## src/rtl/mem_elec_seq.sv

```systemverilog
// Electrovalve pattern sequencer: a writable table of (pattern, dwell) entries
// played out on salida one-shot or looped; drives SAFE_PATTERN whenever idle.
module mem_elec_seq #(
    parameter int                WIDTH        = 11,
    parameter int                DEPTH        = 8,
    parameter int                AW           = 3,
    parameter int                DWELL_W      = 8,
    parameter logic [WIDTH-1:0]  SAFE_PATTERN = '1
) (
    input  logic               clk,
    input  logic               reset,
    input  logic               wr_en,
    input  logic [AW-1:0]      wr_addr,
    input  logic [WIDTH-1:0]   wr_data,
    input  logic [DWELL_W-1:0] wr_dwell,
    input  logic               start,
    input  logic               stop,
    input  logic               loop,
    input  logic [AW-1:0]      last_idx,
    output logic [WIDTH-1:0]   salida,
    output logic               busy,
    output logic               done,
    output logic [AW-1:0]      cur_idx
);

    typedef enum logic {IDLE = 1'b0, RUN = 1'b1} state_t;

    state_t               state_q, state_d;
    logic [AW-1:0]        idx_q, idx_d;
    logic [DWELL_W-1:0]   cnt_q, cnt_d;
    logic [WIDTH-1:0]     salida_q, salida_d;
    logic                 done_q, done_d;
    logic [AW-1:0]        last_q, last_d;
    logic                 loop_q, loop_d;

    logic [WIDTH-1:0]     pat_q [DEPTH];
    logic [DWELL_W-1:0]   dwl_q [DEPTH];

    // Table writes land at the edge, so a fetch in the same cycle sees old contents.
    always_ff @(posedge clk) begin
        if (reset) begin
            for (int i = 0; i < DEPTH; i++) begin
                pat_q[i] <= SAFE_PATTERN;
                dwl_q[i] <= '0;
            end
        end else if (wr_en) begin
            pat_q[wr_addr] <= wr_data;
            dwl_q[wr_addr] <= wr_dwell;
        end
    end

    always_comb begin
        state_d  = state_q;
        idx_d    = idx_q;
        cnt_d    = cnt_q;
        salida_d = salida_q;
        done_d   = 1'b0;
        last_d   = last_q;
        loop_d   = loop_q;
        case (state_q)
            IDLE: begin
                if (start && !stop) begin
                    state_d  = RUN;
                    idx_d    = '0;
                    salida_d = pat_q[0];
                    cnt_d    = dwl_q[0];
                    last_d   = last_idx;
                    loop_d   = loop;
                end
            end
            RUN: begin
                if (stop) begin
                    state_d  = IDLE;
                    idx_d    = '0;
                    salida_d = SAFE_PATTERN;
                end else if (cnt_q != '0) begin
                    cnt_d = cnt_q - DWELL_W'(1);
                end else if (idx_q != last_q) begin
                    idx_d    = idx_q + AW'(1);
                    salida_d = pat_q[idx_q + AW'(1)];
                    cnt_d    = dwl_q[idx_q + AW'(1)];
                end else if (loop_q) begin
                    idx_d    = '0;
                    salida_d = pat_q[0];
                    cnt_d    = dwl_q[0];
                end else begin
                    state_d  = IDLE;
                    idx_d    = '0;
                    salida_d = SAFE_PATTERN;
                    done_d   = 1'b1;
                end
            end
            default: state_d = IDLE;
        endcase
    end

    always_ff @(posedge clk) begin
        if (reset) begin
            state_q  <= IDLE;
            idx_q    <= '0;
            cnt_q    <= '0;
            salida_q <= SAFE_PATTERN;
            done_q   <= 1'b0;
            last_q   <= '0;
            loop_q   <= 1'b0;
        end else begin
            state_q  <= state_d;
            idx_q    <= idx_d;
            cnt_q    <= cnt_d;
            salida_q <= salida_d;
            done_q   <= done_d;
            last_q   <= last_d;
            loop_q   <= loop_d;
        end
    end

    assign salida  = salida_q;
    assign busy    = (state_q == RUN);
    assign done    = done_q;
    assign cur_idx = idx_q;

endmodule

```

## config.mk

```make
export PLATFORM = sky130hd
export DESIGN_NAME = mem_elec_seq
export DESIGN_NICKNAME = d
export VERILOG_FILES = /design/src/rtl/mem_elec_seq.sv
export SDC_FILE = /design/constraint.sdc
export NUM_CORES = 1
export LEC_CHECK = 0
export ABC_AREA = 1
export BUFFER_PORTS_ARGS = -buffer_cell sky130_fd_sc_hd__buf_2
export CAP_MARGIN = 20
export CORE_UTILIZATION = 40
export CTS_CLUSTER_DIAMETER = 60
export DETAILED_ROUTE_END_ITERATION = 16
export PLACE_DENSITY = 0.56
export SLEW_MARGIN = 15
export SYNTH_ARGS = -nofsm -noshare
export SYNTH_HDL_FRONTEND = slang
export SYNTH_SLANG_ARGS = --single-unit
```

## constraint.sdc

```tcl
create_clock -name clk -period 5.1 [get_ports clk]
set_input_delay 0.255 -clock clk [delete_from_list [all_inputs] [get_ports clk]]
set_output_delay 0.255 -clock clk [all_outputs]
set_load 0.005 [all_outputs]
```

# Word-level counts from Yosys, hierarchy flattened
# Memories as Yosys holds them, arrays and structs flattened.
# Index checks and enable logic that the tools add are counted.
# totals
wordCells,61
memories,2
in_bits,31
latch_bits,0
out_inout_bits,16
mem_bits_ro,0
ram_bits,152
reg_bits,28
# classes
n_shift,0
mux,35
n_div,0
n_lt_le_gt_ge,0
bitwise,1
eq_ne,5
mul,0
addsub,2
n_reduce_logical,9
# memory_table
name,words,width,rd,rd_ports_with_merged_regs,write_ports,line_no,source
pat_q,8,11,2,0,8,36,logic [WIDTH-1:0] pat_q [DEPTH];
dwl_q,8,8,2,0,8,37,logic [DWELL_W-1:0] dwl_q [DEPTH];
# op_table
cell,n
11-bit 2-to-1 mux,6
8-bit 2-to-1 mux,6
11-bit case mux with 2 select lines,1
3-bit 2-to-1 mux,6
8-bit case mux with 2 select lines,1
1-bit 2-to-1 mux,13
11-bit OR reduction,1
8-bit nonzero test,1
8-bit OR reduction,1
"8-bit by 1-bit subtractor with 8-bit output, second input constant",1
3-bit case mux with 2 select lines,1
5-bit OR reduction,1
"2-bit != test, second input constant",2
"4-bit by 1-bit != test with 1-bit output, second input constant",1
2-bit AND reduction,2
"3-bit by 1-bit adder with 3-bit output, second input constant",1
3-bit != test,1
"3-bit != test, second input constant",1
3-bit AND reduction,1
1-bit case mux with 2 select lines,1
1-bit logical AND,1
1-bit zero test,1
1-bit NOT,1

# Depth between registers and ports, before layout
# Gate-level depths: netlist of the first run.
# An unclocked memory read counts as a cell.
# depth
ltp_word,6
mapped_depth,12
ltp_nobuf,11

# Worst setup path before layout of the first run
# Ideal clock, no wire load.
# synth_path
path_kind,in2reg
startpoint,input reset
endpoint,"memory dwl_q[1][0], enable pin"
required_ns,4.724
arrival_ns,1.382
setup_ns,0.376
n_path_buf,0
slack_ns,3.343
stages,7
cell_sequence,inv_1 nand2_1 nor2_1 inv_1 nor2_1 clkinv_1 nand2_1
# synth_rtl
item,line_no,source
start: declaration,11,"input logic reset,"
end: declaration,37,

# Final worst setup path of the first run
# layout_path
startpoint,register state_q (netlist: busy)
endpoint,register idx_q[0] (netlist: cur_idx[0])
# layout_via
elab_chain_cells,3
word_cells_on_any_way,5
classes_between,eq/ne (2); mux (1); bitwise (1); reduce/logical (1)
# layout_lines
item,line_no,source
start: declaration,28,"state_t state_q, state_d;"
start signal: assignment,107,state_q <= state_d;
1-bit NOT (no line),n/a,
2-bit != test (no line),n/a,
2-bit AND reduction (no line),n/a,
end signal: assignment,108,idx_q <= idx_d;
end: declaration,29,"logic [AW-1:0] idx_q, idx_d;"
# Parallel ways exist; a longest one is shown, timed or not.
# A chain may end at the register's enable or synchronous reset.

==> results.txt, run 1 <==
Final setup violation count: 0
VDD IR max: 0.213 mV
Leakage power total: 3.80 nW
Top-count cell post-synth: nand2_1
P per Cell Area: 385 nW/um^2
Residual DRC: 0
Post-Route WL: 23,100 um
Drt pass-1 iters: 5
Max_cap viols: 0
Crit start category: register
GP Congestion: 0.808
Initial antenna violation count: 0
CTS tree: built
Row Count: 53
Fin area: 9650 um^2
Post-cts resize count: 0
Sink Count: 180
Nets: 1,033
ANT cells: 0
Fin crit share: 0.581
Mapped cell area: 8640 um^2
Cts bufs inserted: 17
Most Used Layer, Global Route: met1
Number of synthesis warnings: 0
Critical Path AT: 3.29 ns
Share of cells above drive strength 1: 0.0988
HPWL after DPL: 15,600 um
H-tree depth: 4
CP startpoint: busy$_SDFF_PP0_
Yosys reg bits: 180
Share of flip-flops with an asynchronous set or reset: 0
HP Start: last_idx[2]
Met3 global-route usage: 0.0456
Die Y: 149 um
RSZ-0062 raised after global routing: false
Status: finished clean
WP data required: 5.43 ns
Worst slew pin tran: 0.919 ns
DR vias: 6,588
Syn_nets: 1,010
Crit Path Category: register to register
Tmin final: 2.96 ns
Grt ovf: 0
Most frequent cells after synthesis: 240 x nand2_1, 155 x nor2_1, 152 x edfxtp_1
IO Count: 47
Clock transition at the registers of the reported paths: 0.07 ns
Via density: 5.12
Die Width: 149 um
Syn Inst Count: 976
First-pass GRT wire length: 35,700 um
R2R Path Start: busy$_SDFF_PP0_
Post-synth top area share: 0.529
GR Layer Usage met1: 0.330
Detail Route Antenna Nets: 0
Layout Area Growth over Synthesis: 11.8%
Worst setup EP type: register
Slew headroom: 0.388
Post-placement cell count: 1,255
Largest cells by area after synthesis: edfxtp_1 53%, nand2_1 10%, nor2_1 6.7%
WL/cell: 17.9 um
Max Slew Vio Count: 0
Root Buffer: clkbuf_16
Clock Latency Late Sink: 0.45 ns
Share of the yosys chip area belonging to registers: 0.593
Fmax: 338 MHz
Hold Path Class: input port to register
Port bufs: 46
Pin count of the biggest net entering global routing: 64
Post-synth top flop: edfxtp_1
Die Area: 22,200 um^2
Vias in the first global route: 6,161
Worst Path Max Fanout: 23
Grt met2 use: 0.318
Final Hold Viols: 0
Non-filler cells, final: 1,287
Placed cell area: 9040 um^2
Setup TNS: 0 ns
Clk_skew: 0.0148 ns
Synth unique cells: 30
Post-CTS setup buffers: 0
Iteration-0 DRC Markers: 528
Initial Util: 0.410
Total GRT Usage: 0.219
Post-synth EDFFs: 152
# hold bufs at CTS: 0
Syn_area_per_cell: 8.85 um^2
CTS max path bufs: 2
CORE AREA: 21,100 um^2
Area leader, netlist: edfxtp_1
## worst max-delay path, stage by stage, from the launching register on
cell	delay, ns
dfxtp_1	0.57
inv_1	0.45
nor2_4	0.42
inv_1	0.12
o21ai_2	0.75
inv_1	0.24
o21ai_0	0.22
a21oi_1	0.05
## per-layer routing
layer | wire (um) | part of all wire
met1 | 11600 | 0.50
met2 | 9820 | 0.43
met3 | 1410 | 0.061
met4 | 312 | 0.014
met5 | 0 | 0
## power breakdown
group | switching, mW | total [mW] | internal [mW]
sequential | 0.0451 | 1.74 | 1.69
clock | 0.647 | 1.35 | 0.707
combinational | 0.442 | 0.623 | 0.181
## logic make-up after synthesis
family                   count (synthesis)  share of synthesized area
buffers and inverters                  152                     0.0704
XOR/XNOR                                 7                    0.00927
flip-flops                             180                      0.593
AO/OA/AOI/OAI                          150                     0.0946
adder cells (fa/ha/maj)                  3                    0.00435
AND/OR/NAND/NOR                        484                      0.228
## area by class of cell
type	instances	area (um^2)
Timing Repair Buffer	53	283
Clock inverter	15	183
Clock buffer	17	425
Multi-Input combinational cell	644	2910
Sequential cell	180	5130
Inverter	103	387
Tap cell	275	344
Fill cell	2079	11400
## cell usage in the layout (no fill, tap or decap), types with 3 or more instances in the layout
| cell type | n |
|---|---|
| a21oi_1 | 48 |
| inv_1 | 92 |
| nand4_1 | 4 |
| clkbuf_16 | 17 |
| xor2_1 | 4 |
| clkinv_1 | 9 |
| dfxtp_1 | 27 |
| o21ai_0 | 75 |
| nand2_1 | 240 |
| nand3_1 | 72 |
| buf_4 | 7 |
| o211ai_1 | 25 |
| edfxtp_1 | 152 |
| nor2_1 | 155 |
| inv_8 | 7 |
| nor3_1 | 3 |
| buf_2 | 46 |
## registers in the layout (all words and copies together) (netlist names)
name / cells
dwl_q: 64
busy: 1
cnt_q: 8
pat_q: 88
last_q: 3
salida: 11
done: 1
loop_q: 1
cur_idx: 3
## per-stage QoR
stage               power, mW  hold slack (ns)   util  setup slack, ns
global placement         2.39            0.448  0.429             1.79
finish                   3.72           0.0358  0.458             2.14
global route             3.87           0.0508  0.458             1.85
detailed placement       2.39            0.451  0.429             1.72
CTS                      3.72           0.0251  0.458             2.14
floorplan                2.19            0.334      -             3.34
## path summary, 6_finish.rpt
| kind | end | slack, ns | cells past startpoint |
|---|---|---|---|
| hold reg to reg | salida[6]$_SDFFE_PP1P_ | 0.46 | 2 |
| setup reg to reg | cur_idx[0]$_SDFFE_PP0P_ | 2.14 | 7 |
| setup / recovery | cur_idx[0]$_SDFFE_PP0P_ | 2.14 | 7 |
| hold / removal | last_q[2]$_SDFFE_PP0P_ | 0.04 | 3 |
Power figures use the tool's default switching activity.
==> run 2: changes to the inputs <==
- PLACE_DENSITY: 0.56 -> 0.58
- clock period: 5.1 -> 2.55 ns (I/O delays scaled with it)
==> run 2 against run 1 <==
Compared with the run above: wire length fell by 7.2%; die area unchanged; first-iteration DRC count fell by 1.1%; via count is 0.44% higher; global-route usage fell by 1.7 points; critical endpoint is now salida[6]$_SDFFE_PP1P_; largest cell class unchanged; largest power group unchanged.
==> results.txt, run 2 (synthesis gave the netlist of run 1 again) <==
Status: finished clean
Most frequent cells in the layout: 240 x nand2_1, 155 x nor2_1, 152 x edfxtp_1
R2R Path Start: cur_idx[1]$_SDFFE_PP0P_
IO Count: 47
Final Hold Viols: 0
Design Power: 7.27 mW
Critical path cell sequence: ha_2, buf_4, o21ai_0, o211ai_1, nand3_1, nand3_1, nand2_1, nand2_1
Grt ovf: 0
Die Y: 149 um
Detail Route Antenna Nets: 0
Worst setup EP type: register
Crit-path slowest cell: buf_4
Critical Path AT: 2.47 ns
Slew headroom: 0.533
HP Start: stop
Post-CTS setup buffers: 0
Most common cell after layout, fill and taps aside: nand2_1
Iteration-0 DRC Markers: 522
Pin count of the biggest net entering global routing: 63
Worst Reg2Reg Path Length in Cells: 8
Max Slew Vio Count: 0
Residual DRC: 0
CP peak stage delay: 0.40 ns
Total GRT Usage: 0.202
Die Area: 22,200 um^2
H-tree depth: 4
RSZ-0062 raised after global routing: false
Via density: 5.03
Post-Route WL: 21,400 um
Footprint of the multi-input gates: 2910 um^2
Initial antenna violation count: 0
Max reg flops: 88
HPWL after DPL: 14,000 um
CP bufs+invs: 1
Cts bufs inserted: 17
WL/cell: 16.3 um
Fmax: 479 MHz
Biggest register: pat_q
Final setup violation count: 0
Clock transition at the registers of the reported paths: 0.07 ns
Initial Util: 0.410
Vias in the first global route: 6,152
GP Congestion: 0.842
Share of cells above drive strength 1: 0.120
Die Width: 149 um
Root Buffer: clkbuf_16
Crit Path Category: register to register
Cell family with most CP delay: compound AO/OA/AOI/OAI gates
Worst Path Max Fanout: 45
Storage cell area: 5130 um^2
Hold Path Class: input port to register
Max_cap viols: 0
P per Cell Area: 737 nW/um^2
Tmin final: 2.09 ns
Port bufs: 46
Fin crit share: 0.819
DR vias: 6,617
VDD IR max: 0.302 mV
Clock Latency Late Sink: 0.44 ns
Nets: 1,062
Worst reg2reg endpoint: salida[6]$_SDFFE_PP1P_
Clk_skew: 0.0148 ns
Leakage power total: 3.93 nW
Layout Area Growth over Synthesis: 14.4%
Setup TNS: 0 ns
Drt pass-1 iters: 5
CTS max path bufs: 2
Sink Count: 180
ANT cells: 0
Fillers: 2,039
Crit start category: register
CTS tree: built
CORE AREA: 21,100 um^2
WP data required: 2.93 ns
Hold Crit Depth: 4
WHS Endpoint: done$_SDFF_PP0_
Reg-to-reg setup timing slack: 0.46 ns
First-pass GRT wire length: 34,000 um
Worst slew pin tran: 0.701 ns
Row Count: 53
-- run 2: changes by cell type in the layout (fill, tap and decap cells not counted), sizes merged --
cell         delta
buf            +25
clkinvlp        +1
dlygate4sd3     +4
inv             -2
bufinv          -1
clkinv          +2
-- run 2: final cells by class --
type	count	area share
Clock buffer	17	0.0431
Tap cell	275	0.0348
Clock inverter	15	0.0167
Multi-Input combinational cell	644	0.294
Timing Repair Buffer	82	0.0530
Inverter	103	0.0391
Sequential cell	180	0.519
-- run 2: tightest hold or removal path, stage by stage --
cell,delay (ns)
buf_2,0.14
nor2_4,0.05
inv_1,0.08
nor4_1,0.06
-- run 2: worst max-delay path by stage --
stage / depth (start not counted) / from / slack (ns) / to
floorplan: 11 / cur_idx[0]$_SDFFE_PP0P_ / 0.88 / cnt_q[2]$_SDFFE_PP0P_
global placement: 9 / reset / 0.50 / pat_q[3][9]$_SDFFCE_PN1P_
detailed placement: 9 / reset / 0.47 / pat_q[2][0]$_SDFFCE_PN1P_
CTS: 8 / cur_idx[1]$_SDFFE_PP0P_ / 0.47 / salida[6]$_SDFFE_PP1P_
global route: 8 / cur_idx[1]$_SDFFE_PP0P_ / 0.33 / salida[1]$_SDFFE_PP1P_
finish: 8 / cur_idx[1]$_SDFFE_PP0P_ / 0.46 / salida[6]$_SDFFE_PP1P_
-- run 2: report_power, final --
group | switching [mW] | leakage (nW) | internal [mW] | total (mW)
clock network | 1.26 | 0.277 | 1.31 | 2.57
registers | 0.0786 | 1.73 | 3.38 | 3.46
logic | 0.850 | 1.93 | 0.390 | 1.24
-- run 2: what timing repair did --
| action | CTS | global route |
|---|---|---|
| hold buffers | 4 | 0 |
| gates resized for setup | 0 | 0 |
| hold endpoints to repair | 4 | 0 |
-- run 2: through the flow --
stage                     setup WS [ns]  hold WS, ns   util  area [um^2]  instances
after floorplan                   0.876        0.206      -         8640        976
after global placement            0.500        0.368  0.438         9250       1280
after detailed placement          0.470        0.363  0.438         9250       1280
after CTS                         0.467       0.0646  0.468         9880       1316
after global routing              0.333       0.0995  0.468         9880       1316
final                             0.462       0.0773  0.468         9880       1316
-- run 2: per-layer routing --
layer	GRT usage	vias to the layer above	share of wire
met5	0	-	0
met4	0.0546	0	0.0089
met3	0.0385	15	0.056
met2	0.307	186	0.44
met1	0.295	3086	0.49
li1	-	3330	-
==> run 3: changes to the inputs <==
- clock period: 2.55 -> 1.79 ns (I/O delays scaled with it)
==> run 3 against run 2 <==
Compared with the run above: total power rose by 51%; sequential share of layout area decreased by 2.3 points; via count rose by 0.66%; clock skew rose by 0.0012 ns; die area unchanged; core utilization is 2.1 points higher; wire length shrank 0.67%; clock-buffer cell count unchanged; register-to-register slack got worse by 0.34 ns; combinational power grew 61%; final cell count up 2.1%; critical path type unchanged.
==> results.txt, run 3 (synthesis gave the netlist of run 1 again) <==
Via density: 4.96
Critical Path AT: 2.04 ns
Design Power: 11.0 mW
CP startpoint: cnt_q[1]$_SDFFE_PP0P_
Die Y: 149 um
Sink Count: 180
Hold WS: 0.0222 ns
Clock transition at the registers of the reported paths: 0.07 ns
Dpl ws: 0.0856 ns
Crit start category: register
Leakage power total: 4.16 nW
Met2 Routed Length: 9310 um
Core Util, Final: 0.490
Uppermost routed layer: met4
Vias in the first global route: 6,241
Iteration-0 DRC Markers: 484
Max_cap viols: 0
Share of cells above drive strength 1: 0.146
Cts bufs inserted: 17
CTS tree: built
Fmax: 599 MHz
Nets: 1,089
Worst setup EP type: register
RSZ-0062 raised after global routing: true
GP Congestion: 0.857
Worst Path Max Fanout: 4
WP data required: 2.16 ns
Fillers: 1,993
Slew headroom: 0.685
Post-Route WL: 21,300 um
WL/cell: 15.9 um
Hold Path Class: input port to register
M1 wire length: 10,600 um
Detail Route Antenna Nets: 0
Most common cell after layout, fill and taps aside: nand2_1
Worst slew pin tran: 0.468 ns
Max reg flops: 88
Pin count of the biggest net entering global routing: 63
Residual DRC: 0
Most frequent cells in the layout: 239 x nand2_1, 154 x nor2_1, 152 x edfxtp_1
Final setup violation count: 0
Clk_skew: 0.0159 ns
Initial Util: 0.410
Clock Latency Late Sink: 0.44 ns
Wire length on met3: 1110 um
Grt ovf: 0
VDD IR max: 0.593 mV
Die Width: 149 um
P per Cell Area: 1060 nW/um^2
Row Count: 53
Tmin final: 1.67 ns
CTS max path bufs: 2
CORE AREA: 21,100 um^2
Port bufs: 46
Status: finished clean
Biggest register: pat_q
Fin crit share: 0.933
First-pass GRT wire length: 33,600 um
R2R Path Start: cnt_q[1]$_SDFFE_PP0P_
HP Start: stop
Final Hold Viols: 0
ANT cells: 0
Final WS setup: 0.121 ns
HPWL after DPL: 14,600 um
Layout Area Growth over Synthesis: 19.6%
Initial antenna violation count: 0
H-tree depth: 4
Die Area: 22,200 um^2
Crit Path Category: register to register
DR vias: 6,661
Root Buffer: clkbuf_16
Total GRT Usage: 0.198
IO Count: 47
Max Slew Vio Count: 0
Drt pass-1 iters: 5
run 3: cell types whose count changed in the layout (fill, tap and decap cells not counted), moves of 2 or more:
cell,previous run,this run
buf_4,31,46
buf_12,1,10
inv_8,3,7
clkinvlp_4,3,0
bufinv_16,0,2
clkbuf_16,17,19
clkinv_4,2,0
inv_2,2,0
run 3: path summary, 6_finish.rpt:
path | to | slack (ns) | depth (start not counted)
max reg2reg | cnt_q[7]$_SDFFE_PP0P_ | 0.12 | 8
min | done$_SDFF_PP0_ | 0.02 | 4
min reg2reg | cnt_q[0]$_SDFFE_PP0P_ | 0.47 | 2
max | cnt_q[7]$_SDFFE_PP0P_ | 0.12 | 8
run 3: cell type report:
class	count	area, um^2	area share
flip-flops and latches	180	5130	0.496
multi-input cells	644	2940	0.285
repair buffers	109	877	0.0849
clock buffers	17	425	0.0412
inverters	103	394	0.0382
well taps	275	344	0.0333
clock inverters	15	221	0.0214
run 3: power breakdown:
group	internal (mW)	switching, mW	leakage [nW]
Combinational	0.732	1.27	2.12
Sequential	4.82	0.106	1.73
Clock	2.19	1.87	0.317
Total	7.74	3.25	4.16
run 3: timing repair:
item,in CTS,in global routing
endpoints found under the hold margin,4,0
setup buffers,0,1
endpoints found under the setup margin,0,12
hold buffers,4,0
resized for setup,0,11
run 3: through the flow:
stage                     instances  setup TNS, ns  instance area [um^2]
after floorplan                 976              0                  8640
after global placement         1304              0                  9540
after detailed placement       1304              0                  9540
after CTS                      1340              0                 10200
after global routing           1343        -0.0254                 10300
final                          1343              0                 10300
run 3: critical path, cell delays in order (launching register included):
cell,delay [ns]
dfxtp_1,0.33
inv_1,0.11
ha_1,0.22
inv_1,0.06
nor3_1,0.32
nand2_1,0.21
a21oi_1,0.17
nor2_1,0.06
a21oi_1,0.13
run 3: routing by layer:
metal  global-route usage  vias to the layer above
met5                    0                        -
met3               0.0309                       20
met1                0.295                     3075
met4               0.0526                        0
met2                0.297                      183
li1                     -                     3383
